[src/rtl/fm_pkg.sv]
// Shared definitions for the frequency meter peripheral: register map,
// FSM encoding and STATUS/CTRL bit positions.
package fm_pkg;

    localparam logic [3:0] ADDR_CTRL   = 4'h0;
    localparam logic [3:0] ADDR_PER_HI = 4'h2;
    localparam logic [3:0] ADDR_PER_LO = 4'h4;
    localparam logic [3:0] ADDR_STATUS = 4'h6;
    localparam logic [3:0] ADDR_STATE  = 4'h8;

    typedef enum logic [1:0] {
        ST_IDLE    = 2'd0,
        ST_ARM     = 2'd1,
        ST_MEASURE = 2'd2
    } fm_state_e;

    localparam int unsigned CTRL_ENABLE  = 0;
    localparam int unsigned CTRL_CLR     = 1;

    localparam int unsigned STAT_VALID   = 0;
    localparam int unsigned STAT_TIMEOUT = 1;
    localparam int unsigned STAT_OVERRUN = 2;

endpackage

[src/rtl/freq_meter_core.sv]
// Period measurement core: input synchronizer, rising-edge detector,
// ARM/MEASURE FSM with timeout, and the period/valid/timeout/overrun flags.
module freq_meter_core
    import fm_pkg::*;
#(
    parameter int unsigned CNT_W       = 32,
    parameter logic [31:0] TIMEOUT     = 32'd50_000_000,
    parameter int unsigned SYNC_STAGES = 2
) (
    input  logic             clk,
    input  logic             rst,
    input  logic             enable_i,
    input  logic             clr_flags_i,
    input  logic             rd_lo_i,
    input  logic             sig_i,
    output logic [CNT_W-1:0] period_o,
    output logic             valid_o,
    output logic             timeout_o,
    output logic             overrun_o,
    output fm_state_e        state_o
);

    localparam logic [CNT_W-1:0] CNT_LAST = CNT_W'(TIMEOUT - 32'd1);

    logic [SYNC_STAGES-1:0] sync_q;
    logic                   prev_q;
    logic                   rise;

    fm_state_e        state_q, state_d;
    logic [CNT_W-1:0] cnt_q, cnt_d;
    logic [CNT_W-1:0] period_q, period_d;
    logic             valid_q, valid_d;
    logic             timeout_q, timeout_d;
    logic             overrun_q, overrun_d;
    logic             at_limit;
    logic             capture;
    logic             tmo_evt;

    always_ff @(posedge clk) begin
        if (rst) begin
            sync_q <= '0;
            prev_q <= 1'b0;
        end else begin
            sync_q <= {sync_q[SYNC_STAGES-2:0], sig_i};
            prev_q <= sync_q[SYNC_STAGES-1];
        end
    end

    assign rise     = sync_q[SYNC_STAGES-1] & ~prev_q;
    assign at_limit = (cnt_q == CNT_LAST);

    always_ff @(posedge clk) begin
        if (rst) state_q <= ST_IDLE;
        else     state_q <= state_d;
    end

    always_comb begin
        state_d = state_q;
        if (!enable_i) begin
            state_d = ST_IDLE;
        end else begin
            case (state_q)
                ST_IDLE:    state_d = ST_ARM;
                ST_ARM:     if (rise) state_d = ST_MEASURE;
                ST_MEASURE: if (!rise && at_limit) state_d = ST_ARM;
                default:    state_d = ST_IDLE;
            endcase
        end
    end

    // A rise restarts the count at 1 so the captured value equals the
    // cycle distance between consecutive rises; rise beats timeout.
    always_comb begin
        cnt_d   = '0;
        capture = 1'b0;
        tmo_evt = 1'b0;
        if (enable_i) begin
            case (state_q)
                ST_ARM, ST_MEASURE: begin
                    if (rise) begin
                        cnt_d   = CNT_W'(1);
                        capture = (state_q == ST_MEASURE);
                    end else if (at_limit) begin
                        tmo_evt = 1'b1;
                    end else begin
                        cnt_d = cnt_q + CNT_W'(1);
                    end
                end
                default: cnt_d = '0;
            endcase
        end

        period_d  = capture ? cnt_q : period_q;
        valid_d   = capture ? 1'b1 : ((rd_lo_i || clr_flags_i) ? 1'b0 : valid_q);
        timeout_d = tmo_evt ? 1'b1 : (clr_flags_i ? 1'b0 : timeout_q);
        overrun_d = clr_flags_i ? 1'b0
                  : (overrun_q | (capture & valid_q & ~rd_lo_i));
    end

    always_ff @(posedge clk) begin
        if (rst) begin
            cnt_q     <= '0;
            period_q  <= '0;
            valid_q   <= 1'b0;
            timeout_q <= 1'b0;
            overrun_q <= 1'b0;
        end else begin
            cnt_q     <= cnt_d;
            period_q  <= period_d;
            valid_q   <= valid_d;
            timeout_q <= timeout_d;
            overrun_q <= overrun_d;
        end
    end

    assign period_o  = period_q;
    assign valid_o   = valid_q;
    assign timeout_o = timeout_q;
    assign overrun_o = overrun_q;
    assign state_o   = state_q;

endmodule

[src/rtl/peripheral_freq_meter.sv]
// J1 I/O-mapped frequency meter: bus decode, CTRL register, PER_LO shadow
// and registered read-data mux around freq_meter_core.
module peripheral_freq_meter
    import fm_pkg::*;
#(
    parameter int unsigned CNT_W       = 32,
    parameter logic [31:0] TIMEOUT     = 32'd50_000_000,
    parameter int unsigned SYNC_STAGES = 2
) (
    input  logic        clk,
    input  logic        rst,
    input  logic [15:0] d_in,
    input  logic        cs,
    input  logic [3:0]  addr,
    input  logic        rd,
    input  logic        wr,
    output logic [15:0] d_out,
    input  logic        sig_in
);

    logic             wr_ctrl;
    logic             rd_stb;
    logic             rd_lo;
    logic             clr_flags;
    logic             enable_q, enable_d;
    logic [15:0]      shadow_q, shadow_d;
    logic [15:0]      d_out_q, d_out_d;
    logic [15:0]      rdata;
    logic [CNT_W-1:0] period;
    logic [31:0]      period32;
    logic             valid, timeout, overrun;
    fm_state_e        fsm_state;
    logic             unused_d_in;

    assign wr_ctrl     = cs && wr && (addr == ADDR_CTRL);
    assign rd_stb      = cs && rd;
    assign rd_lo       = rd_stb && (addr == ADDR_PER_LO);
    assign clr_flags   = wr_ctrl && d_in[CTRL_CLR];
    assign period32    = 32'(period);
    assign unused_d_in = ^d_in[15:2];

    freq_meter_core #(
        .CNT_W       (CNT_W),
        .TIMEOUT     (TIMEOUT),
        .SYNC_STAGES (SYNC_STAGES)
    ) u_core (
        .clk         (clk),
        .rst         (rst),
        .enable_i    (enable_q),
        .clr_flags_i (clr_flags),
        .rd_lo_i     (rd_lo),
        .sig_i       (sig_in),
        .period_o    (period),
        .valid_o     (valid),
        .timeout_o   (timeout),
        .overrun_o   (overrun),
        .state_o     (fsm_state)
    );

    // PER_HI and the shadow both sample the pre-edge period, so a capture
    // on the same edge cannot split the 32-bit pair.
    always_comb begin
        enable_d = wr_ctrl ? d_in[CTRL_ENABLE] : enable_q;
        shadow_d = shadow_q;
        rdata    = '0;
        case (addr)
            ADDR_PER_HI: rdata = period32[31:16];
            ADDR_PER_LO: rdata = shadow_q;
            ADDR_STATUS: begin
                rdata[STAT_VALID]   = valid;
                rdata[STAT_TIMEOUT] = timeout;
                rdata[STAT_OVERRUN] = overrun;
            end
            ADDR_STATE:  rdata = {14'b0, fsm_state};
            default:     rdata = '0;
        endcase
        if (rd_stb && (addr == ADDR_PER_HI)) shadow_d = period32[15:0];
        d_out_d = rd_stb ? rdata : d_out_q;
    end

    always_ff @(posedge clk) begin
        if (rst) begin
            enable_q <= 1'b0;
            shadow_q <= '0;
            d_out_q  <= '0;
        end else begin
            enable_q <= enable_d;
            shadow_q <= shadow_d;
            d_out_q  <= d_out_d;
        end
    end

    assign d_out = d_out_q;

endmodule
[config.mk]
export PLATFORM = sky130hd
export DESIGN_NAME = peripheral_freq_meter
export DESIGN_NICKNAME = d
export VERILOG_FILES = /design/src/rtl/fm_pkg.sv /design/src/rtl/freq_meter_core.sv /design/src/rtl/peripheral_freq_meter.sv
export SDC_FILE = /design/constraint.sdc
export NUM_CORES = 1
export LEC_CHECK = 0
export CAP_MARGIN = 40
export CORE_ASPECT_RATIO = 0.8
export CORE_MARGIN = 3
export CORE_UTILIZATION = 45
export DETAILED_ROUTE_END_ITERATION = 12
export GPL_ROUTABILITY_DRIVEN = 0
export GPL_TIMING_DRIVEN = 0
export PLACE_DENSITY = 0.62
export SLEW_MARGIN = 10
export SYNTH_ARGS = -nofsm -noshare
export SYNTH_HDL_FRONTEND = slang
export SYNTH_SLANG_ARGS = --single-unit
[constraint.sdc]
create_clock -name clk -period 2.5 [get_ports clk]
set_input_delay 0.5 -clock clk [delete_from_list [all_inputs] [get_ports clk]]
set_output_delay 0.5 -clock clk [all_outputs]
set_load 0.005 [all_outputs]
==> run metrics <==
status=completed; Worst R2R Setup Slack=between 0.2 and 0.25 ns; DP HPWL=7.868 mm; Clock Tree Buf Depth=2; hold_sp=u_core.sync_q[0]$_SDFF_PP0_; kind of critical path=reg2reg; Setup Skew=0.007644 ns; maximum fanout along the worst path=10; Comb pwr share=under 10%; Req. time, crit path=2.77 ns; critical path arrival=about 2.6 ns; worst r2r src=u_core.state_o[0]$_SDFFE_PP0P_; routed vias/inst=~5.6; Syn Inst Count=around 520; Tightest Pin Transition=between 0.7 and 0.8 ns; post-CTS setup buffer count=0; Worst-Skew Late Latency=0.35 ns; Hold Vio Cnt, Final=0; Avg Synthesized Cell Area=between 8 and 9 um2; Yosys top cell area share=about half; drt drc=0; most common cell in the netlist=nand2_1; die width=115.2 um; startpoint types=register; die area=roughly 11000 um2; Setup crit end kind=register; first drt pass iteration count=5; port bufs=24; Final #Nets=583; area grow syn2layout=15.96%; Initial Util=around 47%; H-tree Lvls=3; Design Area, Final=4974 um2; Post-synth top cells=nand2_1, dfxtp_1, a21oi_1, nor2_1, clkbuf_1; Mapped Area=around 4300 um2; cts bufs inserted=9; Post-CTS Hold Fix Bufs=0; worst reg2reg path endpoint=u_core.period_o[22]$_SDFFE_PP0P_; wire per inst=about 16 um; DR vias=between 3000 and 4000; total gr overflow=0; # clock sinks=between 100 and 150; cts repair resizes=0; Clk network pwr share=a little over two fifths; layout cells sized above 1=5.018%; register area share after synthesis=49.01%; worst min-delay path category=reg2reg; post-synth net total=between 500 and 600; antenna cells=0; largest net degree at the start of global routing=17; CTS tree=built; total wire length=~11 mm; area leader, netlist=dfxtp_1; internal power=about 0.0025 W; Unique masters post-synth=43; Post-synth EDFFs=0; vias in the first global route=around 3400; R2R depth=7; final critical-path required period=approximately 2.3 ns; ys flop type=dfxtp_1; clk root buf=clkbuf_16; switch share=between 20% and 30%; Synth area leaders=dfxtp_1, nand2_1, a21oi_1, a222oi_1, nor2_1; hold depth=1; I/O pin count=42; dpl cell area=4684 um2; VDD IR-drop max=roughly 0.4 mV; unrepaired setup endpoints after global routing=false; Synthesis Warnings=0; ys async rst share=0%; total core area=9154 um2; WHS=0.4400 ns; max cap viols=0; initial DRC count=roughly 360; Hold Path End=u_core.sync_q[1]$_SDFF_PP0_; sequential share of power=between 50% and 60%; die height=93.32 um; P per Cell Area=625.4 nW/um2; number of slew-limit violations in the final report=0; fmax=approximately 430 MHz; number of synthesized register bits=around 110; Static Leak=1.495 nW; Worst-path clk slew=0.07 ns; Routed Antenna Nets=0; Total GRT Usage=approximately 21%; initial antenna violation count=0; P_sw=roughly 0.00064 W; std cell rows=31; Final Cycle Share=between 90% and 100%; Slew Limit Headroom=a little over half; final setup vio count=0; first-pass GRT wire length=17.35 mm
[worst max path at each step]
stage / to / cells after the start / slack (ns) / startpoint
finish: u_core.period_o[22]$_SDFFE_PP0P_ / 7 / 0.20 / u_core.state_o[0]$_SDFFE_PP0P_
global route: u_core.period_o[24]$_SDFFE_PP0P_ / 7 / 0.008 / u_core.state_o[0]$_SDFFE_PP0P_
CTS: u_core.period_o[22]$_SDFFE_PP0P_ / 7 / 0.22 / u_core.state_o[0]$_SDFFE_PP0P_
detailed placement: shadow_q[15]$_SDFFE_PP0P_ / 7 / -0.12 / addr[0]
global placement: shadow_q[13]$_SDFFE_PP0P_ / 7 / -0.12 / addr[0]
floorplan: shadow_q[10]$_SDFFE_PP0P_ / 7 / 0.45 / addr[1]
[cells in the final DEF, fill, tap and decap left out, drive strengths merged, types with 2 or more instances in the layout]
cell / n
nand2: 109
dfxtp: 105
a21oi: 68
clkbuf: 36
nor2: 33
clkdlybuf4s50: 24
o21ai: 18
or3: 16
nor3: 14
a222oi: 13
inv: 11
nand3: 11
xnor2: 10
buf: 10
nand4: 9
or4: 7
and4: 6
mux2i: 5
nor2b: 5
nand3b: 4
nor4: 4
o31ai: 4
ha: 4
a211oi: 3
nor4b: 3
and2: 3
clkinv: 3
a31oi: 2
and3: 2
xor2: 2
[worst max-delay path, stage by stage (launching register included)]
cell and delay, ns:
dfxtp_1 0.41, inv_1 0.11, ha_1 0.29, nand2_1 0.12, nor3_1 0.61, clkbuf_1 0.37
nand2_1 0.17, a21oi_1 0.15
[per-stage QoR]
stage | TNS (ns) | cells | setup slack, ns | util [%] | power (W)
3_3_place_gp | -1.184 | 656 | -0.1200 | 51.05 | 0.001780
3_5_place_dp | -1.127 | 657 | -0.1237 | 51.18 | 0.001780
4_1_cts | 0 | 673 | 0.2159 | 54.33 | 0.003139
2_1_floorplan | 0 | 517 | 0.4504 | - | 0.001750
5_1_grt | 0 | 673 | 0.007720 | 54.33 | 0.003200
6_report | 0 | 673 | 0.2010 | 54.33 | 0.003110
[flip-flops by register name, indices dropped and copies added, names as in the netlist, 2 cells and up]
| signal | count |
|---|---|
| u_core.period_o | 32 |
| u_core.state_o | 2 |
| shadow_q | 16 |
| u_core.sync_q | 2 |
| u_core.cnt_q | 32 |
| d_out | 16 |
[power by group through the flow]
stage | registers, W | logic (W) | clock network [W]
3_5_place_dp | 0.00171 | 0.0000672 | 0
5_1_grt | 0.00167 | 0.0000742 | 0.00145
4_1_cts | 0.00167 | 0.0000677 | 0.00140
2_1_floorplan | 0.00171 | 0.0000372 | 0
3_3_place_gp | 0.00171 | 0.0000665 | 0
6_report | 0.00167 | 0.0000679 | 0.00137
[metal layers]
metal  vias up  global-route usage, %  wire, um
li1       1890                      -         -
met1      1756                  29.03      5111
met2        99                  31.36      4783
met3        15                  5.627       599
met4         0                  6.061       136
met5         -                      0         0
[area by class of cell]
cell class              instances  area (um2)
fillers                       909        4180
flip-flops and latches        105        2102
multi-input cells             366        2004
repair buffers                 25       251.5
clock buffers                  11       232.7
well taps                     115       143.9
plain buffers                  35       141.4
clock inverters                 5       56.30
inverters                      11       41.29
[kinds of logic (layout without fill, tap and decap cells)]
| logic type | count (synthesis) | count (layout) | synth area share, % |
|---|---|---|---|
| and+or+nand+nor | 229 | 229 | 25.73 |
| AOI/OAI and AO/OA | 116 | 116 | 16.22 |
| DFF | 105 | 105 | 49.01 |
| buffers and inverters | 46 | 87 | 4.259 |
| xor gates and xnor gates | 12 | 12 | 2.450 |
| muxes | 5 | 5 | 1.167 |
| adders and majority gates | 4 | 4 | 1.167 |
No activity file was read; power rests on OpenSTA's default activity.
